## config.mk

```make
export PLATFORM = sky130hd
export DESIGN_NAME = dlx_mac_burst_fsm_flat
export DESIGN_NICKNAME = d
export VERILOG_FILES = /design/src/rtl/dlx_mac_pkg.sv /design/src/rtl/dlx_mac_burst_fsm_if.sv /design/src/rtl/mac_wait_timer.sv /design/src/rtl/dlx_mac_burst_fsm.sv /design/src/flat_wrapper.sv
export SDC_FILE = /design/constraint.sdc
export NUM_CORES = 1
export LEC_CHECK = 0
export CORE_ASPECT_RATIO = 1.75
export CORE_MARGIN = 5
export CORE_UTILIZATION = 25
export DETAILED_ROUTE_END_ITERATION = 12
export PLACE_DENSITY_LB_ADDON = 0.12
export SYNTH_ARGS = -nofsm -noshare
export SYNTH_HDL_FRONTEND = slang
export SYNTH_SLANG_ARGS = --single-unit
```

## constraint.sdc

```tcl
create_clock -name CLK -period 3.37 [get_ports CLK]
set_input_delay 0.5055 -clock CLK [delete_from_list [all_inputs] [get_ports CLK]]
set_output_delay 0.5055 -clock CLK [all_outputs]
set_load 0.05 [all_outputs]
```

## src/rtl/dlx_mac_pkg.sv

```systemverilog
// Shared state encodings and default parameters for the DLX memory-access
// burst controller.
package dlx_mac_pkg;

  typedef enum logic [1:0] {
    IDLE     = 2'd0,
    WAIT4ACK = 2'd1,
    NEXT     = 2'd2,
    ERR      = 2'd3
  } mac_state_t;

  localparam int unsigned DEF_BURST_W     = 2;
  localparam int unsigned DEF_TIMEOUT_CYC = 15;
  localparam int unsigned DEF_WAIT_W      = 4;

endpackage

```

## src/rtl/dlx_mac_burst_fsm_if.sv

```systemverilog
// CPU request/stall and external bus handshake bundle for dlx_mac_burst_fsm.
// master = the controller, slave = the CPU/bus environment around it.
interface dlx_mac_burst_fsm_if #(
  parameter int unsigned BURST_W = 2
);
  logic               MR;
  logic               MW;
  logic [BURST_W-1:0] BURST_LEN;
  logic               ACK_N;
  logic               busy;
  logic               AS_N;
  logic               WR_N;
  logic               STOP_N;
  logic [BURST_W-1:0] BEAT;
  logic               LAST;
  logic               TIMEOUT_ERR;
  logic [1:0]         STATE;

  modport master (
    input  MR, MW, BURST_LEN, ACK_N,
    output busy, AS_N, WR_N, STOP_N, BEAT, LAST, TIMEOUT_ERR, STATE
  );

  modport slave (
    output MR, MW, BURST_LEN, ACK_N,
    input  busy, AS_N, WR_N, STOP_N, BEAT, LAST, TIMEOUT_ERR, STATE
  );
endinterface

```

## src/rtl/mac_wait_timer.sv

```systemverilog
// Per-beat wait-state counter: clear has priority, counts while enabled,
// saturates at all-ones and flags when the timeout limit is reached.
module mac_wait_timer #(
  parameter int unsigned WAIT_W      = 4,
  parameter int unsigned TIMEOUT_CYC = 15
) (
  input  logic clk,
  input  logic srst,
  input  logic clr,
  input  logic en,
  output logic waited,
  output logic expired
);

  logic [WAIT_W-1:0] wait_cnt;

  generate
    if (TIMEOUT_CYC == 0) begin : g_no_timeout
      assign expired = 1'b0;
    end else begin : g_timeout
      localparam logic [WAIT_W-1:0] LIMIT = WAIT_W'(TIMEOUT_CYC);
      assign expired = (wait_cnt == LIMIT);
    end
  endgenerate

  always_ff @(posedge clk) begin
    if (srst) begin
      wait_cnt <= '0;
    end else if (clr) begin
      wait_cnt <= '0;
    end else if (en && !expired && (wait_cnt != {WAIT_W{1'b1}})) begin
      wait_cnt <= wait_cnt + WAIT_W'(1);
    end
  end

  assign waited = (wait_cnt != '0);

endmodule

```

## src/rtl/dlx_mac_burst_fsm.sv

```systemverilog
// DLX memory-access controller: runs single or multi-beat bus bursts with
// AS_N/WR_N/ACK_N/STOP_N handshake and a per-beat wait-state timeout.
module dlx_mac_burst_fsm
  import dlx_mac_pkg::*;
#(
  parameter int unsigned BURST_W     = DEF_BURST_W,
  parameter int unsigned TIMEOUT_CYC = DEF_TIMEOUT_CYC,
  parameter int unsigned WAIT_W      = DEF_WAIT_W
) (
  input logic                 CLK,
  input logic                 RESET,
  dlx_mac_burst_fsm_if.master bus
);

  mac_state_t         state;
  logic [BURST_W-1:0] beat;
  logic [BURST_W-1:0] len;
  logic               is_wr;

  logic req;
  logic in_wait;
  logic at_last;
  logic acked;
  logic waited;
  logic expired;
  logic timer_clr;
  logic timer_en;

  assign req     = bus.MR | bus.MW;
  assign in_wait = (state == WAIT4ACK);
  assign at_last = (beat == len);
  assign acked   = in_wait && !bus.ACK_N;

  // A new beat (or a new request) restarts the wait count.
  assign timer_clr = ((state == IDLE) && req) || (acked && !at_last);
  assign timer_en  = in_wait && bus.ACK_N;

  mac_wait_timer #(
    .WAIT_W     (WAIT_W),
    .TIMEOUT_CYC(TIMEOUT_CYC)
  ) u_wait_timer (
    .clk    (CLK),
    .srst   (RESET),
    .clr    (timer_clr),
    .en     (timer_en),
    .waited (waited),
    .expired(expired)
  );

  always_ff @(posedge CLK) begin
    if (RESET) begin
      state <= IDLE;
      beat  <= '0;
      len   <= '0;
      is_wr <= 1'b0;
    end else begin
      case (state)
        IDLE: begin
          if (req) begin
            len   <= bus.BURST_LEN;
            is_wr <= bus.MW;
            beat  <= '0;
            state <= WAIT4ACK;
          end
        end
        WAIT4ACK: begin
          // An acknowledge always beats a coincident timeout.
          if (!bus.ACK_N) begin
            if (!at_last) begin
              beat <= beat + BURST_W'(1);
            end else begin
              state <= NEXT;
            end
          end else if (expired) begin
            state <= ERR;
          end
        end
        NEXT:    state <= IDLE;
        ERR:     state <= IDLE;
        default: state <= IDLE;
      endcase
    end
  end

  assign bus.AS_N        = !in_wait;
  assign bus.WR_N        = !(in_wait && is_wr);
  assign bus.STOP_N      = !(in_wait && bus.ACK_N && waited);
  assign bus.BEAT        = beat;
  assign bus.LAST        = in_wait && at_last;
  assign bus.TIMEOUT_ERR = (state == ERR);
  assign bus.STATE       = state;
  assign bus.busy        = req && !RESET &&
                           ((state == IDLE) || (in_wait && !(acked && at_last)));

endmodule

```

## src/flat_wrapper.sv

```systemverilog
// flat-port wrapper written by rule: the top's interface ports become plain ports
module dlx_mac_burst_fsm_flat import dlx_mac_pkg::*;
#(
  parameter int unsigned BURST_W     = DEF_BURST_W,
  parameter int unsigned TIMEOUT_CYC = DEF_TIMEOUT_CYC,
  parameter int unsigned WAIT_W      = DEF_WAIT_W
)
  (CLK, RESET, bus_MR, bus_MW, bus_BURST_LEN, bus_ACK_N, bus_busy, bus_AS_N, bus_WR_N, bus_STOP_N, bus_BEAT, bus_LAST, bus_TIMEOUT_ERR, bus_STATE);
  dlx_mac_burst_fsm_if #(.BURST_W(BURST_W)) bus_i ();
  input logic CLK;
  input logic RESET;
  input wire logic [$bits(bus_i.MR)-1:0] bus_MR;
  input wire logic [$bits(bus_i.MW)-1:0] bus_MW;
  input wire logic [$bits(bus_i.BURST_LEN)-1:0] bus_BURST_LEN;
  input wire logic [$bits(bus_i.ACK_N)-1:0] bus_ACK_N;
  output wire logic [$bits(bus_i.busy)-1:0] bus_busy;
  output wire logic [$bits(bus_i.AS_N)-1:0] bus_AS_N;
  output wire logic [$bits(bus_i.WR_N)-1:0] bus_WR_N;
  output wire logic [$bits(bus_i.STOP_N)-1:0] bus_STOP_N;
  output wire logic [$bits(bus_i.BEAT)-1:0] bus_BEAT;
  output wire logic [$bits(bus_i.LAST)-1:0] bus_LAST;
  output wire logic [$bits(bus_i.TIMEOUT_ERR)-1:0] bus_TIMEOUT_ERR;
  output wire logic [$bits(bus_i.STATE)-1:0] bus_STATE;
  assign bus_i.MR = bus_MR;
  assign bus_i.MW = bus_MW;
  assign bus_i.BURST_LEN = bus_BURST_LEN;
  assign bus_i.ACK_N = bus_ACK_N;
  assign bus_busy = bus_i.busy;
  assign bus_AS_N = bus_i.AS_N;
  assign bus_WR_N = bus_i.WR_N;
  assign bus_STOP_N = bus_i.STOP_N;
  assign bus_BEAT = bus_i.BEAT;
  assign bus_LAST = bus_i.LAST;
  assign bus_TIMEOUT_ERR = bus_i.TIMEOUT_ERR;
  assign bus_STATE = bus_i.STATE;
  dlx_mac_burst_fsm #(.BURST_W(BURST_W), .TIMEOUT_CYC(TIMEOUT_CYC), .WAIT_W(WAIT_W)) u_core (.CLK(CLK), .RESET(RESET), .bus(bus_i));
endmodule
```

==> out/qor.csv, run 1 <==
metric,value,unit
Worst path slowest cell,clkdlybuf4s50_1,
Setup crit start kind,input port,
Post-DP Area,783.3,um^2
fraction of layout cells with a size suffix above 1,12.36,%
area grow syn2layout,41.76,%
crit-path cells,clkdlybuf4s50_1 > nor3b_1 > nor4_1 > clkdlybuf4s50_1,
num rows,23,
grt ovf,0,
drt drc,0,
clk buf depth,2,
P_leak,0.3085,nW
die height,73.96,um
Final Skew,5.818,ps
"CP delay by family, top",buffers and inverters,
Hold/Removal Path Class,register to register,
via count,527,
CTS Hold Bufs,0,
drt wl/cell,12.26,um
post-cts resize count,0,
Final setup viols,0,
Reg power frac,37.4,%
switching portion of total power,32.64,%
Cell variety after synth,26,
GRT Overall Usage,9.712,%
"Seq/Total Area, Yosys",37.69,%
CP max stage delay,860,ps
number of routed nets with antenna violations,0,
combinational share of power,27.8,%
Tot Pwr,0.3896,mW
CTS tree,done,
number of H-tree levels,1,
Max Cap Violations,0,
largest net degree at the start of global routing,8,
Die Wd,46.55,um
Routed WL,1.398,mm
"EDFF count, synth",0,
Non-Filler Instances,114,
PwrDens,470.3,mW/mm^2
arrival time worst endpoint,2250,ps
yosys warns,0,
first drt pass iteration count,4,
multi-input logic area,345.3,um^2
Critical Path RT,2860,ps
Main synth FF type,dfxtp_1,
vias in the first global route,568,
worst-skew pair later-pin latency,240,ps
CP Class,input port to output port,
Final Cycle Share,81.85,%
final slew viol count,0,
FF/Latch Area,220.2,um^2
Worst Max-Slew Pin Slew,501.7,ps
Root Buffer,clkbuf_8,
slew margin rel.,66.45,%
antenna fix cells,0,
Internal Pwr Total,0.2624,mW
Layout fillers,246,
IO Pins,17,
DP HPWL,1.105,mm
CTS Buf Count,3,
Fmax,362.5,MHz
Die Area,0.003442,mm^2
Sink Count,11,
DRT iter0 DRCs,6,
hold path depth,2,
NetSw,0.1271,mW
Post-CTS Repair Setup Buffers,0,
initial antenna violation count,0,
port bufs,16,
synthesized area per cell,8.593,um^2
clock network power share,34.8,%
cell depth of the worst setup path,4,
Starting Density,25.70,%
Via density,4.623,
Final Hold Fails,0,
Syn Inst Count,68,
"Buf+Inv Stages, Crit Path",2,
clock-pin slew on the worst setup and hold paths,60,ps
status,"finished, final reports clean",
first-pass GRT wire length,2.408,mm
fin nets,99,
"FFs w/ async S/R, synth",0,%
gpl congestion,0.7401,
core area,0.002273,mm^2
Reg2Reg Depth,5,
syn_nets,77,
Final Cell Area,828.3,um^2
"top cells by area, synth","dfxtp_1, nor2_1, mux2i_1, xnor2_1, ha_1",
RSZ-0062 raised after global routing,false,
placed insts,110,
Synth top area share,37.69,%
#FFs+latches synth,11,
min Tclk post-route,2759,ps
Worst path most repeated cell,clkdlybuf4s50_1,
setup TNS,0,ps
kind of end point of the critical path,output port,
Critical Path Fanout Max,5,
Synth Cell Area,584.3,um^2
Max IR drop VDD,0.0002294,V
dominant cell type by area after synthesis,dfxtp_1,
[layout make-up]
type	count	area share [%]
tap	25	3.776
clock buffer	4	5.438
multi-input combinational	52	41.69
timing repair buffer	17	20.24
inverter	5	2.266
sequential	11	26.59
[worst min-delay path, delay by kind of cell, from the launching register on]
family,cells,cell delay (ps)
DFF,1,320
and+or+nand+nor,1,80
AOI/OAI and AO/OA,1,70
[flip-flops by register name, indices dropped and copies added (netlist names)]
signal                        count
u_core.u_wait_timer.wait_cnt      4
u_core.bus.STATE                  2
u_core.bus.BEAT                   2
u_core.is_wr                      1
u_core.len                        2
[layer usage]
layer	global-route usage, %	wire length (um)
met1	10.15	589
met2	16.41	725
met3	2.179	58
met4	6.646	25
met5	0	0
[path summary, 6_finish.rpt]
check	start	endpoint	slack, ps
worst min register to register	u_core.is_wr	u_core.is_wr	500
worst min-delay path	u_core.is_wr	u_core.is_wr	500
worst max register to register	u_core.bus.STATE[0]	u_core.bus.BEAT[0]	2000
worst max-delay path	bus_ACK_N	bus_busy	610
[metrics by stage]
step	hold WS [ps]	utilization, %	worst slack, ps
CTS	508.2	36.43	600.2
detailed placement	494.8	34.45	605.4
finish	501.4	36.43	611.5
global route	525.4	36.43	553.4
floorplan	464.9	-	322.3
global placement	491.5	34.45	634.2
[cell usage after synthesis, types with 2 or more instances]
cell type / instances
nor2_1: 13
dfxtp_1: 11
nand2_1: 6
inv_1: 4
mux2i_1: 4
nor4_1: 3
xnor2_1: 3
ha_1: 2
nand3_1: 2
nand4b_1: 2
nor3_1: 2
nor3_2: 2
[cell usage in the layout (no fill, tap or decap), types with 2 or more instances in the layout]
cell type	netlist	final
clkdlybuf4s50_1	0	16
nor2_1	13	13
dfxtp_1	11	11
nand2_1	6	6
inv_1	4	4
mux2i_1	4	4
xnor2_1	3	3
nor4_1	3	3
clkbuf_8	0	3
nor3_1	2	2
nor3_2	2	2
nand4b_1	2	2
nand3_1	2	2
ha_1	2	2
[kinds of logic (layout without fill, tap and decap cells)]
kind of cell / Yosys count / count (layout) / share of synthesized area, %
simple gates: 36 / 36 / 34.05
flops: 11 / 11 / 37.69
compound gates: 7 / 7 / 9.423
buf+inv: 5 / 26 / 3.211
mux: 4 / 4 / 6.853
xor+xnor: 3 / 3 / 4.498
fa+ha+maj: 2 / 2 / 4.282
[power by group through the flow]
stage | clock [mW] | combinational [mW] | sequential [mW]
after floorplan | 0 | 0.0621 | 0.158
after global placement | 0 | 0.109 | 0.149
after detailed placement | 0 | 0.109 | 0.149
after CTS | 0.143 | 0.109 | 0.146
after global routing | 0.150 | 0.115 | 0.147
final | 0.136 | 0.108 | 0.146
Power figures use the tool's default switching activity.
==> run 2, diff against run 1 <==
- clock period: 3.37 -> 2.41 ns (I/O delays scaled with it)
==> run 2 against run 1 <==
Net effect: sequential power is 40% higher; clock power is 35% higher; highest routed layer unchanged; global-route usage is 0.27 points lower.
==> out/qor.csv, run 2 (synthesis results as in run 1) <==
metric,value,unit,change
status,"finished, final reports clean",,
Setup crit start kind,register,,
drt wl/cell,12.11,um,-1.3%
met3 usage in global routing,2.421,%,+0.24 points
CTS Buf Count,3,,unchanged
CTS tree,done,,
CP max stage delay,810,ps,-50 ps
launch point of the worst reg-to-reg path,u_core.bus.STATE[0],,
num rows,23,,unchanged
number of H-tree levels,1,,unchanged
"commonest cells after routing, fill and taps aside","clkdlybuf4s50_1, nor2_1, dfxtp_1, nand2_1",,
met2 Use GR,16.10,%,-0.31 points
min Tclk post-route,2261,ps,
arrival time worst endpoint,1900,ps,-350 ps
initial antenna violation count,0,,unchanged
P_leak,0.3145,nW,+2.0%
GRT Overall Usage,9.443,%,-0.27 points
gpl congestion,0.7843,,+6.0%
crit-path cells,xnor2_1 > nand2_1 > nor2_1 > clkdlybuf4s50_1,,
Die Wd,46.55,um,unchanged
NetSw,0.1738,mW,+37%
DRT iter0 DRCs,11,,+5
"CP delay by family, top",buffers and inverters,,
hold path depth,2,,unchanged
die height,73.96,um,unchanged
Routed WL,1.380,mm,-1.3%
Via density,4.719,,+2.1%
Post-DP Area,797.0,um^2,+1.8%
Largest register FFs,4,,unchanged
Reg power frac,37.5,%,about the same
final slew viol count,0,,unchanged
Critical Path Fanout Max,5,,unchanged
CP Class,register to output port,,
Final setup viols,0,,unchanged
IO Pins,17,,unchanged
via count,538,,+2.1%
grt ovf,0,,unchanged
worst-skew pair later-pin latency,230,ps,about the same
Root Buffer,clkbuf_8,,
"Buf+Inv Stages, Crit Path",1,,-1
switching portion of total power,31.90,%,-0.73 points
first-pass GRT wire length,2.387,mm,-0.87%
clock network power share,33.8,%,-1.0 points
antenna fix cells,0,,unchanged
Sink Count,11,,unchanged
clock-pin slew on the worst setup and hold paths,50,ps,about the same
PwrDens,646.9,mW/mm^2,+38%
Worst path slowest cell,clkdlybuf4s50_1,,
CTS Hold Bufs,0,,unchanged
Die Area,0.003442,mm^2,unchanged
Worst Hold End,u_core.is_wr,,
largest net degree at the start of global routing,8,,unchanged
Worst Max-Slew Pin Slew,508.7,ps,+7.006 ps
fin nets,99,,unchanged
GRT busiest layer,met2,,
drt drc,0,,unchanged
combinational share of power,28.7,%,+0.9 points
setup TNS,0,ps,unchanged
r2r setup slk,1070,ps,-930 ps
kind of end point of the critical path,output port,,
"commonest non-fill, non-tap cell in the layout",clkdlybuf4s50_1,,
startpoint of the most critical hold path,u_core.is_wr,,
number of routed nets with antenna violations,0,,unchanged
clk buf depth,2,,unchanged
core area,0.002273,mm^2,unchanged
vias in the first global route,565,,-0.53%
Starting Density,25.70,%,unchanged
Max Cap Violations,0,,unchanged
Critical Path RT,2050,ps,-810 ps
Final Util,37.04,%,+0.61 points
Reg2Reg Depth,5,,unchanged
Post-CTS Repair Setup Buffers,0,,unchanged
Final Cell Area,842.1,um^2,+1.7%
port bufs,16,,unchanged
Max IR drop VDD,0.0004107,V,+79%
Final Hold Fails,0,,unchanged
Layout fillers,245,,-0.41%
RSZ-0062 raised after global routing,false,,
area grow syn2layout,44.11,%,
fraction of layout cells with a size suffix above 1,15.73,%,+3.4 points
multi-input logic area,351.6,um^2,+1.8%
Hold/Removal Path Class,register to register,,
FF/Latch Area,220.2,um^2,unchanged
DP HPWL,1.112,mm,+0.66%
Final Skew,3.710,ps,-2.108 ps
Internal Pwr Total,0.3709,mW,+41%
end of the worst register-to-register path,u_core.bus.BEAT[0],,
met1 Use GR,11.23,%,+1.1 points
first drt pass iteration count,4,,unchanged
Final Cycle Share,93.82,%,
post-cts resize count,0,,unchanged
slew margin rel.,65.98,%,-0.47 points
Fmax,442.3,MHz,
largest register by flop count,u_core.u_wait_timer.wait_cnt,,
-- run 2: routing by layer --
layer / vias to the layer above / routed length [um]
met3: 2 / 51
met5: - / 0
met1: 248 / 596
met4: 0 / 11
li1: 279 / -
met2: 9 / 720
-- run 2: power groups by stage --
stage / logic [mW] / registers [mW] / clock network, mW
after CTS: 0.159 / 0.205 / 0.191
after global placement: 0.158 / 0.208 / 0
after detailed placement: 0.158 / 0.209 / 0
final: 0.157 / 0.204 / 0.184
after global routing: 0.169 / 0.206 / 0.201
after floorplan: 0.0879 / 0.221 / 0
-- run 2: worst reg2reg max path, cell delays in order (launching register included) --
cell     delay (ps)
dfxtp_1         420
nor2b_4         230
inv_2            70
a211o_1         260
nand3_2         160
mux2i_1         100
-- run 2: cell type report --
type,count,area share (%)
tap,25,3.715
timing repair buffer,17,20.80
sequential,11,26.15
multi-input combinational,52,41.75
clock buffer,4,5.349
inverter,5,2.229
-- run 2: how the worst max path moves through the flow --
stage / startpoint / endpoint / slack [ps] / cells after the start
global placement: u_core.bus.BEAT[0] / bus_LAST / 390 / 4
global route: u_core.bus.BEAT[0] / bus_LAST / 3 / 4
finish: u_core.bus.BEAT[0] / bus_LAST / 150 / 4
floorplan: u_core.bus.BEAT[0] / bus_busy / 70 / 4
detailed placement: u_core.bus.BEAT[0] / bus_LAST / 390 / 4
CTS: u_core.bus.BEAT[0] / bus_LAST / 140 / 4
-- run 2: per-stage QoR --
| step | total power, mW | setup WS, ps | hold WS, ps | std cells |
|---|---|---|---|---|
| 3_5_place_dp | 0.3669 | 392.1 | 503.4 | 110 |
| 4_1_cts | 0.5547 | 137.4 | 516.1 | 114 |
| 5_1_grt | 0.5755 | 3.256 | 565.5 | 114 |
| 6_report | 0.5447 | 148.9 | 508.8 | 114 |
| 3_3_place_gp | 0.3662 | 393.6 | 502.4 | 110 |
| 2_1_floorplan | 0.3086 | 74.41 | 433.9 | 68 |
==> run 3, diff against run 2 <==
- CORE_ASPECT_RATIO: 1.75 -> not set
- CORE_UTILIZATION: 25 -> 35
- clock period: 2.41 -> 1.88 ns (I/O delays scaled with it)
==> run 3 against run 2 <==
Net effect: via count up 0.74%; clock power fell by 13%; hold slack lost 12 ps; die area is 25% lower; routed wire length shrank 6.8%; clock skew up 1.8 ps; sequential power increased by 29%; critical path depth decreased by 3; global-route usage is 2.4 points higher; flip-flop and latch count is the same; critical path type unchanged; highest routed layer unchanged.
==> out/qor.csv, run 3 (synthesis results as in run 1) <==
metric,value,unit,change
Fmax,570.8,MHz,
Die Wd,50.86,um,+9.3%
Worst Max-Slew Pin Slew,493.2,ps,-15.57 ps
Root Buffer,clkbuf_4,,
Max IR drop VDD,0.0004829,V,+18%
gpl congestion,0.7199,,-8.2%
status,"finished, final reports clean",,
Hold/Removal Path Class,register to register,,
Final Hold Fails,0,,unchanged
CTS Buf Count,3,,unchanged
drt wl/cell,12.13,um,+0.22%
vias in the first global route,562,,-0.53%
Starting Density,37.91,%,+12 points
CTS Hold Bufs,0,,unchanged
final slew viol count,0,,unchanged
Final Cycle Share,93.20,%,
largest net degree at the start of global routing,8,,unchanged
"Buf+Inv Stages, Crit Path",1,,unchanged
antenna fix cells,0,,unchanged
Hold Slack,497.1,ps,-11.76 ps
fraction of layout cells with a size suffix above 1,30.00,%,+14 points
"commonest cells after routing, fill and taps aside","nor2_1, buf_4, dfxtp_1, clkdlybuf4s50_1, nand2_1",,
Setup crit start kind,register,,
CP Class,register to output port,,
clk buf depth,2,,unchanged
kind of end point of the critical path,output port,,
via count,542,,+0.74%
Die Area,0.002587,mm^2,-25%
PwrDens,758.0,mW/mm^2,+17%
drt drc,0,,unchanged
number of H-tree levels,1,,unchanged
DRT iter0 DRCs,2,,-9
fin nets,100,,+1.0%
arrival time worst endpoint,1470,ps,-430 ps
"commonest non-fill, non-tap cell in the layout",nor2_1,,
Critical Path RT,1600,ps,-450 ps
crit-path cells,clkdlybuf4s50_1,,
num rows,14,,-39%
first drt pass iteration count,4,,unchanged
largest register by flop count,u_core.u_wait_timer.wait_cnt,,
setup TNS,0,ps,unchanged
Routed WL,1.286,mm,-6.8%
initial antenna violation count,0,,unchanged
slew margin rel.,67.02,%,+1.0 points
die height,50.86,um,-31%
P_leak,0.3311,nW,+5.3%
RSZ-0062 raised after global routing,false,,
Largest register FFs,4,,unchanged
DP HPWL,1.035,mm,-7.0%
Post-CTS Repair Setup Buffers,0,,unchanged
worst-skew pair later-pin latency,270,ps,+40 ps
Sink Count,11,,unchanged
CP max stage delay,820,ps,about the same
Layout fillers,156,,-36%
first-pass GRT wire length,2.352,mm,-1.5%
Final Skew,5.552,ps,+1.842 ps
number of routed nets with antenna violations,0,,unchanged
Via density,5.113,,+8.3%
GRT Overall Usage,11.80,%,+2.4 points
min Tclk post-route,1752,ps,
Max Cap Violations,0,,unchanged
grt ovf,0,,unchanged
area grow syn2layout,44.33,%,
port bufs,16,,unchanged
"CP delay by family, top",buffers and inverters,,
Critical Path Fanout Max,5,,unchanged
Final setup viols,0,,unchanged
CTS tree,done,,
core area,0.001541,mm^2,-32%
clock-pin slew on the worst setup and hold paths,70,ps,+20 ps
IO Pins,17,,unchanged
Worst path slowest cell,clkdlybuf4s50_1,,
[run 3: cell types whose count changed in the layout (fill, tap and decap cells not counted), sizes merged]
cell           previous run  this run
buf                       3        11
clkdlybuf4s50            14         7
[run 3: through the flow]
stage | cells | cell area, um^2 | worst slack, ps | power [mW] | util, %
6_report | 106 | 843.3 | 127.9 | 0.6393 | 54.71
2_1_floorplan | 68 | 601.8 | -89.79 | 0.4009 | -
3_3_place_gp | 102 | 799.5 | 126.1 | 0.4808 | 51.87
3_5_place_dp | 102 | 799.5 | 80.57 | 0.4821 | 51.87
5_1_grt | 106 | 843.3 | 0.5038 | 0.6773 | 54.71
4_1_cts | 106 | 835.8 | 12.52 | 0.6500 | 54.22
[run 3: area by class of cell]
cell class	instances	area, um^2	area share, %
multi-input combinational	52	377.9	44.81
timing repair buffer	18	177.7	21.07
inverter	5	18.77	2.226
tap	16	20.02	2.374
clock buffer	4	26.28	3.116
sequential	11	222.7	26.41
[run 3: layer usage]
metal	part of all wire (%)	track usage (%)	up-vias
met5	0	0	-
met2	48	19.01	11
met4	0.78	3.830	0
met3	6.6	5.814	2
met1	44	13.58	248
li1	-	-	281
[run 3: timing repair]
| action | CTS | global route |
|---|---|---|
| pin swaps | 0 | 3 |
| resized for setup | 3 | 1 |
| endpoints found under the setup margin | 1 | 1 |
[run 3: worst min-delay path: cells and delay by family, from the launching register on]
kind	cells	cell delay (ps)
compound gates	1	70
flops	1	320
simple gates	1	70
[run 3: power breakdown]
part | switching [mW] | internal, mW
clock | 0.0778 | 0.0821
combinational | 0.126 | 0.0902
sequential | 0.0171 | 0.247
total | 0.220 | 0.419
[run 3: final timing paths]
path                                           end  cells past startpoint                start  slack, ps
worst max-delay path                   bus_BEAT[1]                      1   u_core.bus.BEAT[1]        130
worst min-delay path                  u_core.is_wr                      2         u_core.is_wr        500
worst max register to register  u_core.bus.BEAT[0]                      5  u_core.bus.STATE[0]        530
worst min register to register        u_core.is_wr                      2         u_core.is_wr        500
